## src/rtl/mips_defs.sv

```systemverilog
// Shared MIPS definitions: opcode/funct encodings, MDU op codes and the
// per-stage decode used by the hazard scheduler.
package mips_defs;

   localparam int MULT_LAT_DFLT = 5;
   localparam int DIV_LAT_DFLT  = 10;
   localparam int CNT_W_DFLT    = 4;

   typedef enum logic [5:0] {
      OP_SPECIAL = 6'h00, OP_BEQ  = 6'h04, OP_BNE   = 6'h05, OP_BLEZ  = 6'h06,
      OP_BGTZ    = 6'h07, OP_ADDI = 6'h08, OP_ADDIU = 6'h09, OP_SLTI  = 6'h0a,
      OP_SLTIU   = 6'h0b, OP_ANDI = 6'h0c, OP_ORI   = 6'h0d, OP_XORI  = 6'h0e,
      OP_LUI     = 6'h0f, OP_LB   = 6'h20, OP_LH    = 6'h21, OP_LW    = 6'h23,
      OP_LBU     = 6'h24, OP_LHU  = 6'h25, OP_SB    = 6'h28, OP_SH    = 6'h29,
      OP_SW      = 6'h2b
   } opcode_e;

   typedef enum logic [5:0] {
      FN_SLL  = 6'h00, FN_SRL   = 6'h02, FN_SRA  = 6'h03, FN_SLLV = 6'h04,
      FN_SRLV = 6'h06, FN_SRAV  = 6'h07, FN_JR   = 6'h08, FN_JALR = 6'h09,
      FN_MFHI = 6'h10, FN_MTHI  = 6'h11, FN_MFLO = 6'h12, FN_MTLO = 6'h13,
      FN_MULT = 6'h18, FN_MULTU = 6'h19, FN_DIV  = 6'h1a, FN_DIVU = 6'h1b,
      FN_ADD  = 6'h20, FN_ADDU  = 6'h21, FN_SUB  = 6'h22, FN_SUBU = 6'h23,
      FN_AND  = 6'h24, FN_OR    = 6'h25, FN_XOR  = 6'h26, FN_NOR  = 6'h27,
      FN_SLT  = 6'h2a, FN_SLTU  = 6'h2b
   } funct_e;

   // Low two funct bits of the mult family map directly onto these.
   typedef enum logic [1:0] {MD_MULT, MD_MULTU, MD_DIV, MD_DIVU} md_op_e;

   typedef enum logic {MD_IDLE, MD_BUSY} md_state_e;

   typedef struct packed {
      logic       calc_r;
      logic       calc_i;
      logic       load;
      logic       store;
      logic       branch;
      logic       jr;
      logic       md;
      logic       hilo;
      logic [1:0] md_op;
      logic [4:0] rs;
      logic [4:0] rt;
   } dec_t;

   function automatic dec_t decode(input logic [31:0] instr);
      dec_t d;
      d       = '0;
      d.rs    = instr[25:21];
      d.rt    = instr[20:16];
      d.md_op = instr[1:0];
      if (opcode_e'(instr[31:26]) == OP_SPECIAL) begin
         case (funct_e'(instr[5:0]))
            FN_SLL, FN_SRL, FN_SRA, FN_SLLV, FN_SRLV, FN_SRAV,
            FN_ADD, FN_ADDU, FN_SUB, FN_SUBU, FN_AND, FN_OR,
            FN_XOR, FN_NOR, FN_SLT, FN_SLTU:         d.calc_r = 1'b1;
            FN_JR, FN_JALR:                          d.jr     = 1'b1;
            FN_MFHI, FN_MTHI, FN_MFLO, FN_MTLO:      d.hilo   = 1'b1;
            FN_MULT, FN_MULTU, FN_DIV, FN_DIVU:      d.md     = 1'b1;
            default: ;
         endcase
      end else begin
         case (opcode_e'(instr[31:26]))
            OP_ADDI, OP_ADDIU, OP_SLTI, OP_SLTIU,
            OP_ANDI, OP_ORI, OP_XORI, OP_LUI:        d.calc_i = 1'b1;
            OP_LB, OP_LH, OP_LW, OP_LBU, OP_LHU:     d.load   = 1'b1;
            OP_SB, OP_SH, OP_SW:                     d.store  = 1'b1;
            OP_BEQ, OP_BNE, OP_BLEZ, OP_BGTZ:        d.branch = 1'b1;
            default: ;
         endcase
      end
      return d;
   endfunction

endpackage

```

## src/rtl/md_seq.sv

```systemverilog
// Mult/div unit sequencer: IDLE/BUSY FSM plus a down-counter that times
// the operation from the start pulse to the HI/LO write.
module md_seq
   import mips_defs::*;
#(
   parameter int MULT_LAT = MULT_LAT_DFLT,
   parameter int DIV_LAT  = DIV_LAT_DFLT,
   parameter int CNT_W    = CNT_W_DFLT
) (
   input  logic       clk,
   input  logic       reset,
   input  logic       i_ex_md,
   input  logic [1:0] i_ex_op,
   input  logic       i_flush,
   output logic       o_start,
   output logic [1:0] o_op,
   output logic       o_busy,
   output logic       o_done
);

   md_state_e        r_state, w_state_nxt;
   logic [CNT_W-1:0] r_cnt, w_cnt_nxt;

   // NOTE: state registers use non-blocking assignments so every flop samples pre-edge values.
   always_ff @(posedge clk or posedge reset) begin
      if (reset) begin
         r_state <= MD_IDLE;
         r_cnt   <= '0;
      end else begin
         r_state <= w_state_nxt;
         r_cnt   <= w_cnt_nxt;
      end
   end

   always_comb begin
      // NOTE: defaults first so no path leaves a signal unassigned (no latches).
      w_state_nxt = r_state;
      w_cnt_nxt   = r_cnt;
      o_start     = 1'b0;
      o_op        = 2'b00;
      case (r_state)
         MD_IDLE: begin
            if (i_ex_md && !i_flush && !reset) begin
               o_start     = 1'b1;
               o_op        = i_ex_op;
               w_cnt_nxt   = (md_op_e'(i_ex_op) inside {MD_DIV, MD_DIVU}) ?
                             CNT_W'(DIV_LAT - 1) : CNT_W'(MULT_LAT - 1);
               w_state_nxt = MD_BUSY;
            end
         end
         MD_BUSY: begin
            if (r_cnt == '0) w_state_nxt = MD_IDLE;
            else             w_cnt_nxt   = r_cnt - CNT_W'(1);
         end
         default: w_state_nxt = MD_IDLE;
      endcase
   end

   assign o_busy = (r_state == MD_BUSY);
   assign o_done = o_busy && (r_cnt == '0);

   // The ID-stage stall keeps a second mult-family op out of EX while busy.
   a_no_start_while_busy: assert property (
      @(posedge clk) disable iff (reset) !(o_busy && i_ex_md && !i_flush));

endmodule

```

## src/rtl/hazard_sched.sv

```systemverilog
// Pipeline hazard scheduler: combinational stall for load-use, branch-operand
// and MDU hazards, plus the md_seq instance that owns MDU timing.
module hazard_sched
   import mips_defs::*;
#(
   parameter int MULT_LAT = MULT_LAT_DFLT,
   parameter int DIV_LAT  = DIV_LAT_DFLT,
   parameter int CNT_W    = CNT_W_DFLT
) (
   input  logic        clk,
   input  logic        reset,
   input  logic [31:0] Instr_ID,
   input  logic [31:0] Instr_EX,
   input  logic [31:0] Instr_MEM,
   input  logic [4:0]  RegA3_EX,
   input  logic [4:0]  RegA3_MEM,
   input  logic        ExcFlush,
   output logic        Stall,
   output logic        MD_Start,
   output logic [1:0]  MD_Op,
   output logic        MD_Busy,
   output logic        MD_Done
);

   dec_t w_dec_id, w_dec_ex, w_dec_mem;
   logic w_id_use_rs, w_id_use_rt;
   logic w_ex_hit_rs, w_ex_hit_rt, w_mem_hit_rs, w_mem_hit_rt;
   logic w_load_use, w_branch_haz, w_md_haz;
   logic w_unused_dec;

   assign w_dec_id  = decode(Instr_ID);
   assign w_dec_ex  = decode(Instr_EX);
   assign w_dec_mem = decode(Instr_MEM);

   assign w_id_use_rs = w_dec_id.calc_r | w_dec_id.calc_i | w_dec_id.load |
                        w_dec_id.store  | w_dec_id.branch | w_dec_id.jr;
   assign w_id_use_rt = w_dec_id.calc_r | w_dec_id.store  | w_dec_id.branch;

   // Register 0 is never a real producer, so it can never match.
   assign w_ex_hit_rs  = (RegA3_EX  != 5'd0) && (RegA3_EX  == w_dec_id.rs);
   assign w_ex_hit_rt  = (RegA3_EX  != 5'd0) && (RegA3_EX  == w_dec_id.rt);
   assign w_mem_hit_rs = (RegA3_MEM != 5'd0) && (RegA3_MEM == w_dec_id.rs);
   assign w_mem_hit_rt = (RegA3_MEM != 5'd0) && (RegA3_MEM == w_dec_id.rt);

   assign w_load_use = w_dec_ex.load &&
                       ((w_id_use_rs && w_ex_hit_rs) || (w_id_use_rt && w_ex_hit_rt));

   // Branches resolve in ID, so even an ALU result in EX is too late.
   assign w_branch_haz = (w_dec_id.branch | w_dec_id.jr) &&
      (((w_dec_ex.calc_r | w_dec_ex.calc_i | w_dec_ex.load) && (w_ex_hit_rs || w_ex_hit_rt)) ||
       (w_dec_mem.load && (w_mem_hit_rs || w_mem_hit_rt)));

   assign w_md_haz = (w_dec_id.md | w_dec_id.hilo) && (MD_Busy | MD_Start);

   assign Stall = !ExcFlush && !reset && (w_load_use || w_branch_haz || w_md_haz);

   assign w_unused_dec = ^{w_dec_id.md_op, w_dec_ex, w_dec_mem};

   md_seq #(
      .MULT_LAT (MULT_LAT),
      .DIV_LAT  (DIV_LAT),
      .CNT_W    (CNT_W)
   ) u_md_seq (
      .clk     (clk),
      .reset   (reset),
      .i_ex_md (w_dec_ex.md),
      .i_ex_op (w_dec_ex.md_op),
      .i_flush (ExcFlush),
      .o_start (MD_Start),
      .o_op    (MD_Op),
      .o_busy  (MD_Busy),
      .o_done  (MD_Done)
   );

endmodule
```

## config.mk

```make
export PLATFORM = sky130hd
export DESIGN_NAME = hazard_sched
export DESIGN_NICKNAME = d
export VERILOG_FILES = /design/src/rtl/mips_defs.sv /design/src/rtl/md_seq.sv /design/src/rtl/hazard_sched.sv
export SDC_FILE = /design/constraint.sdc
export NUM_CORES = 1
export LEC_CHECK = 0
export ABC_AREA = 1
export CORE_ASPECT_RATIO = 1.75
export CORE_MARGIN = 5
export CORE_UTILIZATION = 25
export CTS_CLUSTER_SIZE = 16
export DETAILED_ROUTE_END_ITERATION = 10
export PLACE_DENSITY = 0.78
export SYNTH_ARGS = -nofsm -noshare
export SYNTH_HDL_FRONTEND = slang
export SYNTH_SLANG_ARGS = --single-unit
```

## constraint.sdc

```tcl
create_clock -name clk -period 1.35 [get_ports clk]
set_clock_uncertainty 0.1 [all_clocks]
set_input_delay 0.27 -clock clk [delete_from_list [all_inputs] [get_ports clk]]
set_output_delay 0.27 -clock clk [all_outputs]
set_load 0.02 [all_outputs]
```

== Word-level counts from Yosys, hierarchy flattened ==
Index checks and enable logic that the tools add are counted.

* Bitwise gates (word level): 13
* Equal/unequal tests: 108
* Add/sub/neg operators: 1
* Reductions and logical operators: 52
* Mux-type cells: 35

{| class="wikitable"
|+ Operator list
! cell !! number
|-
| 6-bit equality test, second input constant || 44
|-
| 6-bit by 3-bit equality test with 1-bit output, second input constant || 18
|-
| 6-bit by 4-bit equality test with 1-bit output, second input constant || 18
|-
| 6-bit by 5-bit equality test with 1-bit output, second input constant || 16
|-
| 16-bit OR reduction || 2
|-
| 6-bit logical NOT || 5
|-
| 4-bit OR reduction || 7
|-
| 6-bit by 2-bit equality test with 1-bit output, second input constant || 4
|-
| 1-bit 2-to-1 mux || 23
|-
| 5-bit equality test || 4
|-
| 4-bit 2-to-1 mux || 5
|-
| 1-bit logical AND || 16
|-
| 8-bit OR reduction || 2
|-
| 5-bit OR reduction || 3
|-
| 1-bit bitwise OR || 12
|-
| 5-bit nonzero test || 2
|-
| 3-bit OR reduction || 3
|-
| 4-bit one-hot mux with 2 select lines || 1
|-
| 1-bit logical OR || 6
|-
| 2-bit 2-to-1 mux || 3
|-
| 3-bit 2-to-1 mux || 2
|-
| 2-bit equality test, second input constant || 2
|-
| 4-bit logical NOT || 1
|-
| 4-bit by 1-bit subtractor with 4-bit output, second input constant || 1
|-
| other kinds (8) || 9
|}

* Output and inout port bits: 6
* Register bits after elaboration: 5
* Logic and storage cells: 211
* Input bits: 109

== Longest topological paths before layout ==
Gate-level depths: netlist (run 1).

* Depth after elaboration: 15
* Mapped depth: 12
* Gate-level depth less buffers: 12

== Hierarchy ==
A second synthesis (run 1) with hierarchy kept.

* Cells, all modules: 200
* Area total of the unflattened synthesis: 1017.2 um^2

{| class="wikitable"
|+ By module, submodules not included
! module !! seq. area each (um^2) !! cells an instance !! instances !! area an instance (um^2)
|-
| hazard_sched || 0.0 || 154 || 1 || 690.7
|-
| md_seq || 125.1 || 46 || 1 || 326.6
|}

== Worst setup path after synthesis (run 1) ==
OpenSTA, ideal clock, no wires.

* Kind: input to output
* Start: input port RegA3_EX[3]
* End: output port Stall
* Arrival: 1.158 ns
* Path buffers: 0
* Cell stages on the path: 11
* Slack: -0.178 ns
* Required time: 0.980 ns
* Cells stage by stage: inv_2 -> nand2_1 -> nand2_1 -> nand2_1 -> nor2_1 -> nand3_1 -> nand2_1 -> nand2_1 -> a21oi_2 -> nor2_1 -> nor2_1

* Cells in the longest elaborated chain, start to end: 9
* Elaborated cells on any way between the ends: 16
* Classes of those cells: eq/ne: 2; reduce/logical: 14

{| class="wikitable"
|+ Ends and longest elaborated chain
! element !! line !! source
|-
| start, declared || hazard_sched.sv:15 || <nowiki>input logic [4:0] RegA3_EX,</nowiki>
|-
| 5-bit equality test (tied with other cells) || hazard_sched.sv:40 || <nowiki>assign w_ex_hit_rs = (RegA3_EX != 5'd0) && (RegA3_EX == w_dec_id.rs);</nowiki>
|-
| 1-bit logical AND (on tied branches) || hazard_sched.sv:40, hazard_sched.sv:41 ||
|-
| 1-bit logical OR || hazard_sched.sv:50 || <nowiki>(((w_dec_ex.calc_r | w_dec_ex.calc_i | w_dec_ex.load) && (w_ex_hit_rs || w_ex_hit_rt)) ||</nowiki>
|-
| 1-bit logical AND || hazard_sched.sv:50 ||
|-
| 1-bit logical OR || hazard_sched.sv:50 ||
|-
| 1-bit logical AND || hazard_sched.sv:49 || <nowiki>assign w_branch_haz = (w_dec_id.branch | w_dec_id.jr) &&</nowiki>
|-
| 1-bit logical OR * (2 in a row) || hazard_sched.sv:55 || <nowiki>assign Stall = !ExcFlush && !reset && (w_load_use || w_branch_haz || w_md_haz);</nowiki>
|-
| 1-bit logical AND * || hazard_sched.sv:55 ||
|-
| end, declared || hazard_sched.sv:18 || <nowiki>output logic Stall,</nowiki>
|}

Mark *: on every way between the ends. The rest lies on a longest branch, timed or not.

== Worst setup path in the final report (run 1) ==
* Start: input port RegA3_MEM[2]
* End: output port Stall

* Cells in the longest elaborated chain, start to end: 9
* Elaborated cells on any way between the ends: 12
* Classes of those cells: eq/ne: 2; reduce/logical: 10

{| class="wikitable"
|+ Ends and longest elaborated chain
! element !! line !! source
|-
| start, declared || hazard_sched.sv:16 || <nowiki>input logic [4:0] RegA3_MEM,</nowiki>
|-
| 5-bit equality test (tied with other cells) || hazard_sched.sv:42 || <nowiki>assign w_mem_hit_rs = (RegA3_MEM != 5'd0) && (RegA3_MEM == w_dec_id.rs);</nowiki>
|-
| 1-bit logical AND (on tied branches) || hazard_sched.sv:42, hazard_sched.sv:43 ||
|-
| 1-bit logical OR * || hazard_sched.sv:51 || <nowiki>(w_dec_mem.load && (w_mem_hit_rs || w_mem_hit_rt)));</nowiki>
|-
| 1-bit logical AND * || hazard_sched.sv:51 ||
|-
| 1-bit logical OR * || hazard_sched.sv:50 ||
|-
| 1-bit logical AND * || hazard_sched.sv:49 ||
|-
| 1-bit logical OR * (2 in a row) || hazard_sched.sv:55 ||
|-
| 1-bit logical AND * || hazard_sched.sv:55 ||
|}

Marks and branches as above.

==> flow_metrics.env, run 1 <==
export IMPL_rrSetupSlack_ps=-20
export IMPL_powerDensity_mw_per_mm2=465
export IMPL_holdWs_ps=-22.1
export IMPL_die_w_um=58.2
export IMPL_ctsRootBufferMaster="clkbuf_8"
export IMPL_hold_viol=5
export IMPL_vias_per_cell=4.50
export IMPL_ctsHoldBuffers=0
export IMPL_power_leakage_nw=1.11
export IMPL_max_slew_worst_pin_slew_ps=294
export IMPL_rsz0062_at_grt="true"
export IMPL_diodes=0
export IMPL_seq_area_frac_synth_pct=12.3
export IMPL_clock_latency_ps=210
export IMPL_netlist_area_sq_mm=0.00101
export IMPL_crit_fanout=3
export IMPL_yosys_area_top_type="nand2_1"
export IMPL_critPathKind="input pin to output port"
export IMPL_slew_violations=0
export IMPL_die_h_um=94.3
export IMPL_wl_um=3640
export IMPL_grt_max_degree=9
export IMPL_drt_initial_drc_count=27
export IMPL_drc=0
export IMPL_fillCellCount=388
export IMPL_multi_input_area_sq_um=967
export IMPL_grt_pass1_wl_um=5620
export IMPL_worstPathRequired_ps=980
export IMPL_fmax_mhz=592
export IMPL_layout_common_cells="nand2_1, inv_1, buf_4"
export IMPL_final_nets=396
export IMPL_antenna_found_initial=0
export IMPL_ant_nets=0
export IMPL_dp_hpwl_um=2990
export IMPL_initial_core_util_pct=26.0
export IMPL_setup_violations=7
export IMPL_crit_path_start_kind="input pin"
export IMPL_r2r_end="u_md_seq.r_cnt[2]"
export IMPL_coreArea_sq_mm=0.00390
export IMPL_hold_path_class="input pin to async pin"
export IMPL_cp_data_arrival_time_ps=1320
export IMPL_path_clk_slew_ps=30
export IMPL_r2r_cells=7
export IMPL_ir_drop_mv=0.650
export IMPL_ys_ff_latch=5
export IMPL_cts_tree="built"
export IMPL_netlist_area_leader_share_pct=21.1
export IMPL_finalNonFillerCells=332
export IMPL_place_inst=322
export IMPL_yosys_warnings=0
export IMPL_rows=30
export IMPL_reg2reg_from="u_md_seq.r_cnt[0]"
export IMPL_dp_slack_ps=-1290
export IMPL_drive_gt1_share_pct=50.7
export IMPL_ios=115
export IMPL_post_synth_cell_area_avg_sq_um=5.23
export IMPL_timing_final_ws_setup_ps=-338
export IMPL_vias=1495
export IMPL_relSlewSlack_pct=80.3
export IMPL_area_delta_synth_final_pct=107
export IMPL_dr_pass1_iters=4
export IMPL_htreeDepth=1
export IMPL_dieArea_sq_mm=0.00548
export IMPL_end_kind="output port"
export IMPL_gp_congestion=0.761
export IMPL_synthDistinctLibCells=25
export IMPL_overflow=0
export IMPL_period_needed_ps=1690
export IMPL_clock_sinks=5
export IMPL_cts_max_path_buffers=2
export IMPL_first_global_vias=1446
export IMPL_synth_area_leaders="nand2_1, inv_1, dfrtp_1"
export IMPL_numCtsBuffers=3
export IMPL_post_drt_wl_per_cell_um=11.0
export IMPL_port_buffers=58
export IMPL_power_total_uw=976
export IMPL_maxCapViolations=0
export IMPL_status="finished with violations"
export IMPL_netlist_instances=194
export IMPL_period_share_pct=125
export IMPL_syn_nets=305
export IMPL_violations="negative hold slack, negative setup slack"
export IMPL_ff_latch_area_sq_um=125
export IMPL_final_common_cell="nand2_1"
export IMPL_track_usage_pct=12.6
sequential cells by signal, indices dropped and copies added, names as in the netlist:
signal and count:
u_md_seq.r_cnt 4, u_md_seq.o_busy 1
cell type report:
| cell class | instances | area share [%] |
|---|---|---|
| inverter | 43 | 8.05 |
| clock buffer | 4 | 2.15 |
| multi-input combinational | 146 | 46.1 |
| tap | 48 | 2.86 |
| timing repair buffer | 86 | 34.9 |
| sequential | 5 | 5.96 |
cell usage after synthesis:
| cell | number |
|---|---|
| xor2_1 | 6 |
| ha_1 | 2 |
| o21ai_0 | 8 |
| dfrtp_1 | 5 |
| a31oi_1 | 3 |
| o211ai_1 | 1 |
| inv_1 | 38 |
| a21oi_2 | 2 |
| and3_2 | 1 |
| nor4_1 | 2 |
| nor3_1 | 2 |
| xnor2_1 | 5 |
| o31ai_1 | 1 |
| nor2_1 | 26 |
| o22ai_1 | 1 |
| inv_2 | 5 |
| nand3_1 | 13 |
| nor2_2 | 5 |
| o21ai_1 | 2 |
| nand2_4 | 1 |
| nand2_2 | 3 |
| nand3b_1 | 1 |
| nand2_1 | 57 |
| nand4_1 | 3 |
| a21oi_1 | 1 |
worst max-delay path: stages:
cell and delay (ps):
clkdlybuf4s15_1 230, xnor2_1 180, nand3_1 110, nand2_2 90, nand2_2 50, a21oi_2 140
nor2_2 40, nor2_2 80, buf_6 120
worst max-delay path by stage:
stage	from	endpoint	slack, ps	cells after the start
detailed placement	RegA3_EX[0]	Stall	-1290	14
floorplan	RegA3_EX[3]	Stall	-90	11
global placement	RegA3_EX[0]	Stall	-1270	14
CTS	RegA3_EX[4]	Stall	-390	13
finish	RegA3_MEM[2]	Stall	-340	9
global route	Instr_EX[27]	Stall	-420	11
where the power goes:
part	internal [mW]	leakage (nW)	total [mW]	switching [mW]
Sequential	0.166	0.0684	0.175	0.00892
Combinational	0.282	1.02	0.537	0.254
Clock	0.202	0.0228	0.265	0.0630
cell families after synthesis:
group | Yosys count | synth area share [%]
buf+inv | 43 | 15.9
flops | 5 | 12.3
xor+xnor | 11 | 9.49
compound gates | 19 | 11.1
simple gates | 114 | 48.7
fa+ha+maj | 2 | 2.47
routing by layer:
metal  vias to the layer above  global-route usage, %  wire (um)
met5                         -                      0          0
met4                         0                   2.51         10
met3                         2                   2.06        227
met2                        42                   26.2       2120
met1                       672                   12.4       1290
li1                        779                      -          -
through the flow:
stage          TNS (ps)  cell area (sq um)  utilization, %  hold WS, ps
2_1_floorplan     -98.6               1030               -        -43.2
3_3_place_gp      -7520               1840            47.1          507
3_5_place_dp      -7490               1840            47.1          510
4_1_cts           -1510               1950            50.0          283
5_1_grt           -1930               2100            53.8         20.0
6_report          -1150               2100            53.8        -22.1
timing repair:
action / in CTS / in global routing
resized for setup: 255 / 44
buffers inserted: 3 / 3
setup endpoints to repair: 11 / 9
pin swaps: 67 / 41
Power figures use the tool's default switching activity.
==> run 2, diff against run 1 <==
--- a/config.mk
+++ b/config.mk
@@ -9,6 +9,7 @@
 export CORE_ASPECT_RATIO = 1.75
 export CORE_MARGIN = 5
 export CORE_UTILIZATION = 25
+export CTS_CLUSTER_DIAMETER = 120
 export CTS_CLUSTER_SIZE = 16
 export DETAILED_ROUTE_END_ITERATION = 10
 export PLACE_DENSITY = 0.78
==> results of run 2 <==
Final layout, timing and power as in run 1 (identical DEF).
==> run 3, diff against run 2 <==
--- a/config.mk
+++ b/config.mk
@@ -8,11 +8,11 @@
 export ABC_AREA = 1
 export CORE_ASPECT_RATIO = 1.75
 export CORE_MARGIN = 5
-export CORE_UTILIZATION = 25
+export CORE_UTILIZATION = 40
 export CTS_CLUSTER_DIAMETER = 120
 export CTS_CLUSTER_SIZE = 16
 export DETAILED_ROUTE_END_ITERATION = 10
-export PLACE_DENSITY = 0.78
+export DONT_BUFFER_PORTS = 1
 export SYNTH_ARGS = -nofsm -noshare
 export SYNTH_HDL_FRONTEND = slang
 export SYNTH_SLANG_ARGS = --single-unit
==> flow_metrics.env, run 3 (same netlist as run 1, synthesis figures left out) <==
export IMPL_critPathMaxStageDelay_ps=170
export IMPL_clock_sinks=5
export IMPL_critPathKind="input pin to output port"
export IMPL_status="finished with violations"
export IMPL_path_clk_slew_ps=30
export IMPL_final_common_cell="nand2_1"
export IMPL_largest_reg_flops=4
export IMPL_period_share_pct=116
export IMPL_dr_pass1_iters=4
export IMPL_power_leakage_nw=0.754
export IMPL_crit_path_start_kind="input pin"
export IMPL_gp_congestion=0.713
export IMPL_layout_common_cells="nand2_1, inv_1, nor2_1"
export IMPL_switching_share_pct=32.4
export IMPL_p_seq_share_pct=22.1
export IMPL_ir_drop_mv=0.589
export IMPL_hold_path_class="input pin to flop"
export IMPL_dp_slack_ps=-239
export IMPL_grt_max_degree=9
export IMPL_hold_viol=0
export IMPL_numCtsBuffers=3
export IMPL_area_delta_synth_final_pct=42.7
export IMPL_slew_violations=0
export IMPL_port_buffers=0
export IMPL_ctsRootBufferMaster="clkbuf_8"
export IMPL_wl_um=3350
export IMPL_vias=1275
export IMPL_coreArea_sq_mm=0.00246
export IMPL_fmax_mhz=640
export IMPL_clock_latency_ps=220
export IMPL_cts_max_path_buffers=2
export IMPL_violations="negative setup slack"
export IMPL_dp_hpwl_um=2750
export IMPL_slowest_stage="a21oi_2"
export IMPL_initial_core_util_pct=41.2
export IMPL_drive_gt1_share_pct=33.2
export IMPL_die_h_um=76.6
export IMPL_timing_final_ws_setup_ps=-212
export IMPL_cp_top_family="simple AND/OR/NAND/NOR gates"
export IMPL_hp_start="Instr_EX[1]"
export IMPL_post_drt_wl_per_cell_um=13.8
export IMPL_setup_violations=5
export IMPL_ant_nets=0
export IMPL_cp_common_cell="nand2_2"
export IMPL_drc=0
export IMPL_period_needed_ps=1560
export IMPL_vias_per_cell=5.25
export IMPL_antenna_found_initial=0
export IMPL_drt_initial_drc_count=16
export IMPL_cp_data_arrival_time_ps=1190
export IMPL_worstPathRequired_ps=980
export IMPL_end_kind="output port"
export IMPL_p_int_uw=551
export IMPL_power_total_uw=815
export IMPL_final_nets=329
export IMPL_dieArea_sq_mm=0.00368
export IMPL_rows=24
export IMPL_track_usage_pct=16.8
export IMPL_powerDensity_mw_per_mm2=563
export IMPL_htreeDepth=1
export IMPL_fillCellCount=248
export IMPL_reg2reg_from="u_md_seq.r_cnt[0]"
export IMPL_finalNonFillerCells=243
export IMPL_pwr_share_comb_pct=43.9
export IMPL_diodes=0
export IMPL_worst_path_buf_inv=1
export IMPL_max_slew_worst_pin_slew_ps=311
export IMPL_first_global_vias=1156
export IMPL_netSwitchingPower_uw=264
export IMPL_maxCapViolations=0
export IMPL_rsz0062_at_grt="true"
export IMPL_relSlewSlack_pct=79.1
export IMPL_grt_pass1_wl_um=4580
export IMPL_overflow=0
export IMPL_place_inst=234
export IMPL_cp_startpoint="Instr_ID[19]"
export IMPL_cts_tree="built"
export IMPL_crit_fanout=3
export IMPL_crit_chain="inv_2, nand2_2, nand2_1, nand3_1, nor2_1, nand2_1, nand2_2, nand2_2, a21oi_2, nor2_4, nor2_4"
export IMPL_holdWs_ps=265
export IMPL_die_w_um=48.1
export IMPL_clockPowerShare_pct=34.0
export IMPL_largest_register="u_md_seq.r_cnt"
export IMPL_ios=115
## run 3: cell count changes in the layout (fill, tap and decap cells not counted), moves of 5 or more
cell | before | now
clkdlybuf4s15_1 | 9 | 0
dlygate4sd2_1 | 7 | 0
buf_6 | 22 | 3
buf_2 | 17 | 0
buf_4 | 26 | 15
nor2_1 | 13 | 18
## run 3: cell type report
cell class / count / area [sq um] / share of cell area, %
Multi-Input combinational cell: 146 / 876 / 60.5
Inverter: 43 / 213 / 14.7
Clock buffer: 4 / 45.0 / 3.11
Tap cell: 26 / 32.5 / 2.25
Timing Repair Buffer: 19 / 156 / 10.8
Sequential cell: 5 / 125 / 8.64
## run 3: power by group through the flow
stage / clock, mW / combinational (mW) / sequential, mW
after floorplan: 0 / 0.184 / 0.176
after global placement: 0 / 0.252 / 0.179
after detailed placement: 0 / 0.263 / 0.179
after CTS: 0.284 / 0.287 / 0.178
after global routing: 0.293 / 0.394 / 0.182
final: 0.278 / 0.358 / 0.180
## run 3: path summary, 6_finish.rpt
kind,to,slack [ps],cells past startpoint
setup / recovery,Stall,-210,11
hold / removal,u_md_seq.r_cnt[3],270,4
setup reg to reg,u_md_seq.r_cnt[2],-70,7
hold reg to reg,u_md_seq.r_cnt[3],540,2
max in group asynchronous,u_md_seq.o_busy,690,3
min in group asynchronous,u_md_seq.r_cnt[2],360,3
## run 3: what timing repair did
action                                  CTS  global route
pin swaps                                11            24
setup buffers                             2             2
resized for setup                        15            49
endpoints found under the hold margin     5             0
endpoints found under the setup margin   10            10
hold buffers                              1             0
## run 3: stage by stage
| step | setup TNS (ps) | utilization [%] | instance area [sq um] |
|---|---|---|---|
| floorplan | -98.6 | - | 1030 |
| global placement | -715 | 47.5 | 1170 |
| detailed placement | -881 | 47.5 | 1170 |
| CTS | -863 | 51.9 | 1280 |
| global route | -1150 | 58.8 | 1450 |
| finish | -537 | 58.8 | 1450 |
## run 3: per-layer routing
layer	vias to the layer above	share of wire [%]	global-route usage, %
met1	581	28	12.6
met3	6	7.2	1.89
met2	43	63	35.8
met5	-	0	0
met4	0	1.8	5.39
li1	645	-	-
## run 3: tightest hold or removal path, stage by stage
cell and delay, ps:
nand2_1 80, o31ai_2 90, nand2_2 50, o21ai_1 60
